===== src/rtl/pattern_det_n.sv =====
// Serial pattern detector: compares the last DEPTH symbols against pat_i,
// emits a registered match pulse and keeps a saturating match count.
module pattern_det_n #(
    parameter int SYM_W = 2,
    parameter int DEPTH = 4,
    parameter int CNT_W = 8
) (
    input  logic                   clk_i,
    input  logic                   rst_i,
    input  logic                   en_i,
    input  logic                   clr_i,
    input  logic                   overlap_i,
    input  logic [SYM_W-1:0]       x_i,
    input  logic [SYM_W*DEPTH-1:0] pat_i,
    output logic                   y_out,
    output logic [CNT_W-1:0]       cnt_out,
    output logic [1:0]             state_out
);

    localparam int HW = SYM_W * DEPTH;
    localparam int FW = $clog2(DEPTH + 1);
    localparam logic [FW-1:0] FULL = FW'(DEPTH);

    typedef enum logic [1:0] {
        IDLE  = 2'b00,
        FILL  = 2'b01,
        ARMED = 2'b10
    } state_t;

    state_t            state_q, state_d;
    logic [HW-1:0]     hist_q, hist_d;
    logic [FW-1:0]     fill_q, fill_d;
    logic              y_q, y_d;
    logic [CNT_W-1:0]  cnt_q, cnt_d;

    // State, history, fill, pulse and counter registers
    always_ff @(posedge clk_i or negedge rst_i) begin
        if (!rst_i) begin
            state_q <= IDLE;
            hist_q  <= '0;
            fill_q  <= '0;
            y_q     <= 1'b0;
            cnt_q   <= '0;
        end else begin
            state_q <= state_d;
            hist_q  <= hist_d;
            fill_q  <= fill_d;
            y_q     <= y_d;
            cnt_q   <= cnt_d;
        end
    end

    // Shift/fill update, match evaluation on next-state values, FSM next state
    always_comb begin
        hist_d  = hist_q;
        fill_d  = fill_q;
        y_d     = 1'b0;
        cnt_d   = cnt_q;
        state_d = state_q;
        if (clr_i) begin
            hist_d = '0;
            fill_d = '0;
            cnt_d  = '0;
        end else if (en_i) begin
            hist_d = {x_i, hist_q[HW-1:SYM_W]};
            if (fill_q != FULL) begin
                fill_d = fill_q + 1'b1;
            end
            if (fill_d == FULL && hist_d == pat_i) begin
                y_d = 1'b1;
                if (cnt_q != {CNT_W{1'b1}}) begin
                    cnt_d = cnt_q + 1'b1;
                end
                // Non-overlapping mode demands a full refill before the next hit
                if (!overlap_i) begin
                    fill_d = '0;
                end
            end
        end
        if (fill_d == '0) begin
            state_d = IDLE;
        end else if (fill_d == FULL) begin
            state_d = ARMED;
        end else begin
            state_d = FILL;
        end
    end

    assign y_out     = y_q;
    assign cnt_out   = cnt_q;
    assign state_out = state_q;

endmodule

===== config.mk =====
export PLATFORM = sky130hd
export DESIGN_NAME = pattern_det_n
export DESIGN_NICKNAME = d
export VERILOG_FILES = /design/src/rtl/pattern_det_n.sv
export SDC_FILE = /design/constraint.sdc
export NUM_CORES = 1
export LEC_CHECK = 0
export BUFFER_PORTS_ARGS = -buffer_cell sky130_fd_sc_hd__buf_2
export CAP_MARGIN = 20
export CELL_PAD_IN_SITES_DETAIL_PLACEMENT = 1
export CELL_PAD_IN_SITES_GLOBAL_PLACEMENT = 1
export CORE_MARGIN = 5
export CORE_UTILIZATION = 31
export CTS_BUF_LIST = sky130_fd_sc_hd__clkbuf_4 sky130_fd_sc_hd__clkbuf_8
export CTS_CLUSTER_DIAMETER = 120
export DETAILED_ROUTE_END_ITERATION = 7
export HOLD_SLACK_MARGIN = 0.06
export PLACE_DENSITY_LB_ADDON = 0.1
export SLEW_MARGIN = 5
export SYNTH_ARGS = -nofsm -noshare
export SYNTH_HDL_FRONTEND = slang
export SYNTH_SLANG_ARGS = --single-unit

===== constraint.sdc =====
create_clock -name clk_i -period 3.4 [get_ports clk_i]
set_input_delay 0.68 -clock clk_i [delete_from_list [all_inputs] [get_ports clk_i]]
set_output_delay 0.68 -clock clk_i [all_outputs]
set_load 0.03 [all_outputs]

Yosys cells after proc, flatten, opt, wreduce, memory -nomap -nowiden
Index checks and enable logic that the tools add are counted.

Bits of input ports: 15. Output and inout bits: 11. Bits in registers: 22.

Equality and inequality tests: 5. Reduce and logical (&&, ||, !) cells: 6. Mux-type cells: 18. Add/sub/neg operators: 2.

Operators with widths (number): $mux 8 (6); $mux 3 (7); $add 8x1->8 const B (1); $eq 8x8->1 (1); $ne 8x8->1 const B (1); $eq 3x3->1 const B (2); $reduce_bool 2->1 (3); $mux 2 (2); $add 3x1->3 const B (1); $logic_not 3->1 (1); $mux 1 (3); $ne 3x3->1 const B (1); $reduce_and 3->1 (1); $logic_and 1x1->1 (1).

Longest topological paths before layout
Gate-level depths: netlist (run 1).

Depth in word-level cells: 12. Gate-level depth with buffers: 8. Mapped depth without buffers: 7.

Least setup slack after synthesis (run 1)
OpenSTA, ideal clock, no wires.

Path kind: input to register. Start: in pat_i[7]. End: reg cnt_q[7] (netlist: cnt_out[7]). Data required time: 3.322 ns. Arrival: 1.930 ns. Stages: 5. Library setup time: 0.078 ns. Slack: 1.392 ns. Path through: xor2_1 nor4_2 nand4_2 or4_1 a21oi_1.

Longest elaborated chain between the ends: 4.

RTL lines: start: declaration (RTL line 14) `input logic [SYM_W*DEPTH-1:0] pat_i,`; $eq 8x8->1 (RTL line 69) `if (fill_d == FULL && hist_d == pat_i) begin`; $logic_and 1x1->1 (RTL line 69); $reduce_bool 2->1 (no source line); $reduce_and 3->1 (no source line); end signal: assignment (RTL line 49) `cnt_q <= cnt_d;`; end: declaration (RTL line 34) `logic [CNT_W-1:0] cnt_q, cnt_d;`.

No other way between the ends. A chain may end at the register's enable or synchronous reset.

Worst setup path after layout (run 1)
Start: reg fill_q[0]. End: reg cnt_q[7] (netlist: cnt_out[7]).

Longest elaborated chain between the ends: 8. Elaborated cells on any way between the ends: 9. Those cells by class: add/sub: 1; eq/ne: 2; mux: 3; reduce/logical: 3.

RTL lines: start: declaration (RTL line 32) `logic [FW-1:0] fill_q, fill_d;`; start signal: assignment (RTL line 47) `fill_q <= fill_d;`; $add 3x1->3 / $ne 3x3->1 (equally long branches) (RTL line 67, 66); $mux 3 (*) (RTL line 66) `if (fill_q != FULL) begin`; $mux 3 (*) (RTL line 64) `end else if (en_i) begin`; $mux 3 (*) (RTL line 60) `if (clr_i) begin`; $eq 3x3->1 (*) (RTL line 69); $logic_and 1x1->1 (*) (RTL line 69); $reduce_bool 2->1 (no source line) (*); $reduce_and 3->1 (no source line) (*).

Mark *: on every way between the ends. The rest lies on a longest branch, timed or not. The select of a mux whose other input is x is not followed.

==> results.toml, run 1 <==
[global_route]
grtUsageTotal_pct = 11.6
grt_max_degree = 21
grt_pass1_wl_mm = 4.06
grt-ovfl-total = 0
number_of_global_route_vias_before_repair = 874
antenna_found_initial = 0

[pwr]
part_of_the_total_power_dissipated_in_the_clock_network_pct = 25.9
sequentialPowerShare_pct = 57.3
p_sw_mw = 0.125
p_total_mw = 0.443
ir_drop_uv = 97.9
swShare_pct = 28.2
power.static_leakage_nw = 0.621
combPwrFrac_pct = 16.8
p_per_area_mw_per_mm2 = 353
cellInternalPower_mw = 0.318

[sta]
final.min_clock_period_ns = 2.41
final-max-slew-violation-count = 0
worst_pin_slew_ns = 0.469
final_clock_period_utilization_by_the_worst_path_pct = 70.9
total_negative_setup_slacks_ns = 0
smallest_hold_slack_ns = 0.317
report.final.setup_viol = 0
final_hold_viol_count = 0
max-slew-margin-rel_pct = 68.7
postLayoutSetupSlackWorst_ns = 0.988
grt_setup_unrepaired = "false"
fmaxAchievable_mhz = 415
fin_skew_ns = 0.00261

[worst_setup_path]
cp_max_fo = 14
worst_setup_path_start_kind = "register"
critical_path.cell_chain = "inv_1 > ha_1 > and3_4 > nor4_4 > nand4_2 > or4_1 > a21oi_1"
end_kind = "register"
critPathTopFamily = "simple AND/OR/NAND/NOR gates"
worstPathBufferInverterCount = 1
critical_path_class = "register to register"
cpMaxStageDelayCell = "sky130_fd_sc_hd__or4_1"
crit_path_max_incr_delay_ns = 0.58
crit_arrival_ns = 2.64
critPathRequiredTime_ns = 3.63

[die]
io-pin-count = 26
die_h_um = 68.8
die_x_um = 68.8
core_mm2 = 0.00334
placementRows = 21
die_area_mm2 = 0.00473
initial_core_util_pct = 32.1

[synthesis]
postSynthNetCount = 121
muxShareOfSynthArea_pct = 7.47
yosys.cell_types.count = 32
syn_avg_cell_area_um2 = 10.4
synth_top_cell_area_share_pct = 46.7
postSynthCellCount = 103
synth_enable_flop_cells = 0
seq_cells_post_synth = 20
post-synth-top-area-cell = "sky130_fd_sc_hd__dfrtp_1"
netlist_area_mm2 = 0.00107
sequential_element_share_of_the_synthesized_area_pct = 46.7
synth_top_family_by_area = "simple AND/OR/NAND/NOR gates"
synth_fa_ha_area_share_pct = 3.50
synth_warnings = 0
netlist_top_cells_area = "sky130_fd_sc_hd__dfrtp_1, sky130_fd_sc_hd__mux2i_1, sky130_fd_sc_hd__xor2_1"
synth_compound_area_share_pct = 9.68
synthFlopType = "sky130_fd_sc_hd__dfrtp_1"
yosys.area_share.simple_pct = 21.4
asyncSetResetFlopFracSynth_pct = 100
synth_xor_area_share_pct = 8.17

[cts]
clock_sinks = 20
clk-insertion-delay-late_ns = 0.29
cts_hold_repair.buffers = 0
post_cts_resize_count = 0
tritoncts = "yes"
clockBufferDepth = 2
cts_setup_buffers = 0
cts-buffers-inserted = 3
clk_transition_reported_paths_ns = 0.12
cts.root.buffer_cell = "sky130_fd_sc_hd__clkbuf_4"
h_tree_depth_reported_by_cts = 1

[route]
routedWlPerCell_um = 13.7
drc = 0
via_count = 853
drt-total-wl_mm = 2.36
detail_route.iter0.violations = 37
antenna_left = 0
detail_route.vias_per_cell = 4.93
detail_route.first_pass.iterations = 2

[finish]
final_cells = 173
synthToLayoutAreaGrowth_pct = 17.0
final_cell_mix = "sky130_fd_sc_hd__buf_2, sky130_fd_sc_hd__dfrtp_1, sky130_fd_sc_hd__nor2_1, sky130_fd_sc_hd__xor2_1, sky130_fd_sc_hd__mux2i_1"
final_design_area_no_fill_mm2 = 0.00125
fin_nets = 147
post_route_cells_drive_above_1_share_pct = 26.8
layout_commonest_cell = "sky130_fd_sc_hd__buf_2"
final_util_pct = 37.6
antenna-diode-count = 0

[place]
place_inst = 170
placedInstanceArea_mm2 = 0.00123
place.port_buffers = 25
gpl.final_weighted_congestion = 0.694
dp_worst_setup_slack_ns = 0.918
post-dp-hpwl_mm = 1.77

[run_status]
outcome = "complete, no violations"

[min_path]
min-delay-path-class = "input pin to async pin"

[run]
number_of_violations_of_the_max_capacitance_limit = 0
## logic make-up (layout without fill, tap and decap cells)
kind of cell / Yosys count / count (layout)
AND/OR/NAND/NOR: 38 / 38
adder cells (fa/ha/maj): 3 / 3
multiplexers: 8 / 8
buffers and inverters: 7 / 31
flip-flops: 20 / 20
XOR/XNOR: 10 / 10
AO/OA/AOI/OAI: 17 / 17
## flip-flops by register name, summed over array words and instances, names as in the netlist
| register | cells |
|---|---|
| state_out | 2 |
| cnt_out | 8 |
| hist_q | 6 |
| y_out | 1 |
| fill_q | 3 |
## Yosys cell counts (2+ instances only)
cell                        n
sky130_fd_sc_hd__a21oi_1    7
sky130_fd_sc_hd__clkbuf_1   2
sky130_fd_sc_hd__dfrtp_1   20
sky130_fd_sc_hd__ha_1       3
sky130_fd_sc_hd__inv_1      3
sky130_fd_sc_hd__mux2i_1    8
sky130_fd_sc_hd__nand2_1    4
sky130_fd_sc_hd__nand3_1    5
sky130_fd_sc_hd__nor2_1    11
sky130_fd_sc_hd__nor3_1     2
sky130_fd_sc_hd__o21ai_0    4
sky130_fd_sc_hd__o31ai_1    2
sky130_fd_sc_hd__or3_1      4
sky130_fd_sc_hd__or4_1      2
sky130_fd_sc_hd__xor2_1     9
## power by group through the flow
stage	registers [mW]	clock network, mW	logic, mW
after global routing	0.255	0.130	0.0841
after floorplan	0.263	0	0.0450
after global placement	0.258	0	0.0744
final	0.254	0.115	0.0743
after detailed placement	0.259	0	0.0759
after CTS	0.254	0.119	0.0763
## worst register-to-register path, stage by stage (launching register included)
cell	delay (ns)
sky130_fd_sc_hd__dfrtp_1	0.44
sky130_fd_sc_hd__inv_1	0.10
sky130_fd_sc_hd__ha_1	0.26
sky130_fd_sc_hd__and3_4	0.18
sky130_fd_sc_hd__nor4_4	0.29
sky130_fd_sc_hd__nand4_2	0.36
sky130_fd_sc_hd__or4_1	0.58
sky130_fd_sc_hd__a21oi_1	0.15
## path summary, 6_finish.rpt
kind / from / to / slack, ns / cells past startpoint
setup reg to reg: fill_q[0] / cnt_out[7] / 0.99 / 7
max in group asynchronous: rst_i / hist_q[6] / 2.76 / 1
setup / recovery: fill_q[0] / cnt_out[7] / 0.99 / 7
hold / removal: rst_i / cnt_out[0] / 0.32 / 1
min in group clk_i: hist_q[3] / hist_q[3] / 0.56 / 2
hold reg to reg: hist_q[3] / hist_q[3] / 0.56 / 2
## area by class of cell
type                    instances  area [um2]
fillers                       408        2080
multi-input cells              76         538
flip-flops and latches         20         500
repair buffers                 25         125
well taps                      46        57.6
clock buffers                   3        22.5
inverters                       3        11.3
## per-layer routing
| metal | global-route usage (%) | share of wire (%) |
|---|---|---|
| met3 | 2.27 | 4.7 |
| met2 | 19.2 | 47 |
| met4 | 4.38 | 0.59 |
| met1 | 14.8 | 47 |
| met5 | 0 | 0 |
Power figures use the tool's default switching activity.
==> run 2, diff against run 1 <==
ABC_AREA = 1   (was not set)
clock period = 2.3 ns   (was 3.4 ns; I/O delays follow)
==> run 2 against run 1 <==
Compared with the run above:
- utilization is 0.94 points lower
- hold slack worse by 0.17 ns
- sequential power is 44% higher
- flip-flop and latch count stayed put
- cell area is 37% higher
- wire length is 62% higher
- critical path type unchanged
- synthesized cell count is 110% higher
- critical endpoint is now cnt_out[4]
- first-iteration DRC count is 41% lower
==> results.toml, run 2 <==
[run_status]
outcome = "complete, no violations"

[worst_setup_path]
cp_max_fo = 5
critical_r2r_capture = "cnt_out[4]"
setup.reg_to_reg.worst_slack_ns = 0.58
critPathRequiredTime_ns = 2.46
worst_setup_path_start_kind = "register"
r2r_cells = 10
crit_end = "cnt_out[4]"
crit_path_start = "fill_q[0]"
end_kind = "register"
crit_arrival_ns = 1.88
regToRegStartpoint = "fill_q[0]"
critical_path_class = "register to register"

[sta]
worst_pin_slew_ns = 0.488
grt_setup_unrepaired = "false"
final_clock_period_utilization_by_the_worst_path_pct = 74.8
smallest_hold_slack_ns = 0.143
final.min_clock_period_ns = 1.72
fin_skew_ns = 0.00392
final_hold_viol_count = 0
final-max-slew-violation-count = 0
total_negative_setup_slacks_ns = 0
report.final.setup_viol = 0
postLayoutSetupSlackWorst_ns = 0.580
max-slew-margin-rel_pct = 67.4
fmaxAchievable_mhz = 581

[finish]
final_cells = 301
final_cell_mix = "sky130_fd_sc_hd__nand2_1, sky130_fd_sc_hd__inv_1, sky130_fd_sc_hd__nor2_1, sky130_fd_sc_hd__buf_2, sky130_fd_sc_hd__dfrtp_1"
layout_commonest_cell = "sky130_fd_sc_hd__nand2_1"
synthToLayoutAreaGrowth_pct = 15.9
antenna-diode-count = 0
final_design_area_no_fill_mm2 = 0.00172
final_util_pct = 36.7
post_route_cells_drive_above_1_share_pct = 21.9
fin_nets = 266
largest_register_ffs = 8

[route]
antenna_left = 0
detail_route.first_pass.iterations = 4
routedWlPerCell_um = 12.7
drc = 0
drt-total-wl_mm = 3.82
detail_route.iter0.violations = 22
via_count = 1380
detail_route.vias_per_cell = 4.58

[synthesis]
synth_warnings = 0
synth_top_cell_area_share_pct = 33.7
ys_top_cells_by_count = "sky130_fd_sc_hd__nand2_1, sky130_fd_sc_hd__inv_1, sky130_fd_sc_hd__nor2_1, sky130_fd_sc_hd__dfrtp_1, sky130_fd_sc_hd__nand4_1"
syn_avg_cell_area_um2 = 6.75
netlist_top_cells_area = "sky130_fd_sc_hd__dfrtp_1, sky130_fd_sc_hd__nand2_1, sky130_fd_sc_hd__inv_1"
synthFlopType = "sky130_fd_sc_hd__dfrtp_1"
yosys.cell_types.count = 27
postSynthCellCount = 220
post-synth-top-area-cell = "sky130_fd_sc_hd__dfrtp_1"
synth.most_common_cell = "sky130_fd_sc_hd__nand2_1"
synth_enable_flop_cells = 0
sequential_element_share_of_the_synthesized_area_pct = 33.7
postSynthNetCount = 238
asyncSetResetFlopFracSynth_pct = 100
netlist_area_mm2 = 0.00148
seq_cells_post_synth = 20

[cts]
h_tree_depth_reported_by_cts = 1
cts_hold_repair.buffers = 0
cts.root.buffer_cell = "sky130_fd_sc_hd__clkbuf_8"
clock_sinks = 20
post_cts_resize_count = 0
clockBufferDepth = 2
clk-insertion-delay-late_ns = 0.27
cts-buffers-inserted = 3
clk_transition_reported_paths_ns = 0.08
tritoncts = "yes"
cts_setup_buffers = 0

[place]
place.port_buffers = 25
dp_worst_setup_slack_ns = 0.569
place_inst = 297
gpl.final_weighted_congestion = 0.733
post-dp-hpwl_mm = 3.12
placedInstanceArea_mm2 = 0.00167

[pwr]
cellInternalPower_mw = 0.562
ir_drop_uv = 176
combPwrFrac_pct = 18.5
p_sw_mw = 0.238
swShare_pct = 29.7
power.static_leakage_nw = 0.977
p_total_mw = 0.800
p_per_area_mw_per_mm2 = 465
part_of_the_total_power_dissipated_in_the_clock_network_pct = 35.6
sequentialPowerShare_pct = 45.9

[global_route]
antenna_found_initial = 0
number_of_global_route_vias_before_repair = 1440
grt-ovfl-total = 0
grt_max_degree = 21
grtUsageTotal_pct = 13.3
grt_pass1_wl_mm = 6.55

[die]
die_h_um = 79.2
core_mm2 = 0.00469
io-pin-count = 26
die_x_um = 79.2
placementRows = 25
die_area_mm2 = 0.00627
initial_core_util_pct = 31.6

[min_path]
min-delay-path-class = "input pin to async pin"

[run]
number_of_violations_of_the_max_capacitance_limit = 0
-- run 2: cells by family (layout without fill, tap and decap cells) --
| logic type | Yosys count | after routing | share of synthesized area (%) |
|---|---|---|---|
| compound gates | 11 | 11 | 4.89 |
| xor+xnor | 6 | 6 | 3.54 |
| fa+ha+maj | 3 | 3 | 2.53 |
| buf+inv | 47 | 74 | 12.1 |
| flops | 20 | 20 | 33.7 |
| simple gates | 133 | 133 | 43.2 |
-- run 2: final cells by class --
cell class / instances / area (um2)
clock buffer: 4 / 55.1
inverter: 45 / 169
tap: 54 / 67.6
sequential: 20 / 500
multi-input combinational: 153 / 803
timing repair buffer: 25 / 125
fill: 619 / 2970
-- run 2: power by group through the flow --
stage / Combinational, mW / Clock [mW] / Sequential (mW)
4_1_cts: 0.152 / 0.292 / 0.367
3_3_place_gp: 0.150 / 0 / 0.375
2_1_floorplan: 0.0973 / 0 / 0.379
3_5_place_dp: 0.151 / 0 / 0.374
6_report: 0.148 / 0.285 / 0.367
5_1_grt: 0.168 / 0.316 / 0.368
-- run 2: per-layer routing --
layer / wire length [um] / up-vias / GRT usage (%)
met4: 51 / 0 / 4.12
met5: 0 / - / 0
met2: 1810 / 16 / 22.7
li1: - / 729 / -
met1: 1870 / 630 / 17.6
met3: 86 / 5 / 1.36
-- run 2: worst min path at each step --
stage,cells after the start,end,slack [ns],from
4_1_cts,1,cnt_out[7],0.16,rst_i
3_5_place_dp,1,cnt_out[4],0.46,rst_i
6_report,1,cnt_out[7],0.14,rst_i
3_3_place_gp,1,cnt_out[4],0.45,rst_i
5_1_grt,1,cnt_out[7],0.17,rst_i
2_1_floorplan,0,cnt_out[0],0.16,rst_i
-- run 2: worst max-delay path, stage by stage (launching register included) --
cell and delay (ns):
sky130_fd_sc_hd__dfrtp_1 0.37, sky130_fd_sc_hd__inv_1 0.08, sky130_fd_sc_hd__ha_1 0.34, sky130_fd_sc_hd__inv_1 0.10, sky130_fd_sc_hd__nand2_1 0.05, sky130_fd_sc_hd__nor2_1 0.09
sky130_fd_sc_hd__nand2_1 0.06, sky130_fd_sc_hd__nor2_1 0.08, sky130_fd_sc_hd__nand4_1 0.22, sky130_fd_sc_hd__nand3_1 0.14, sky130_fd_sc_hd__nand2_1 0.06
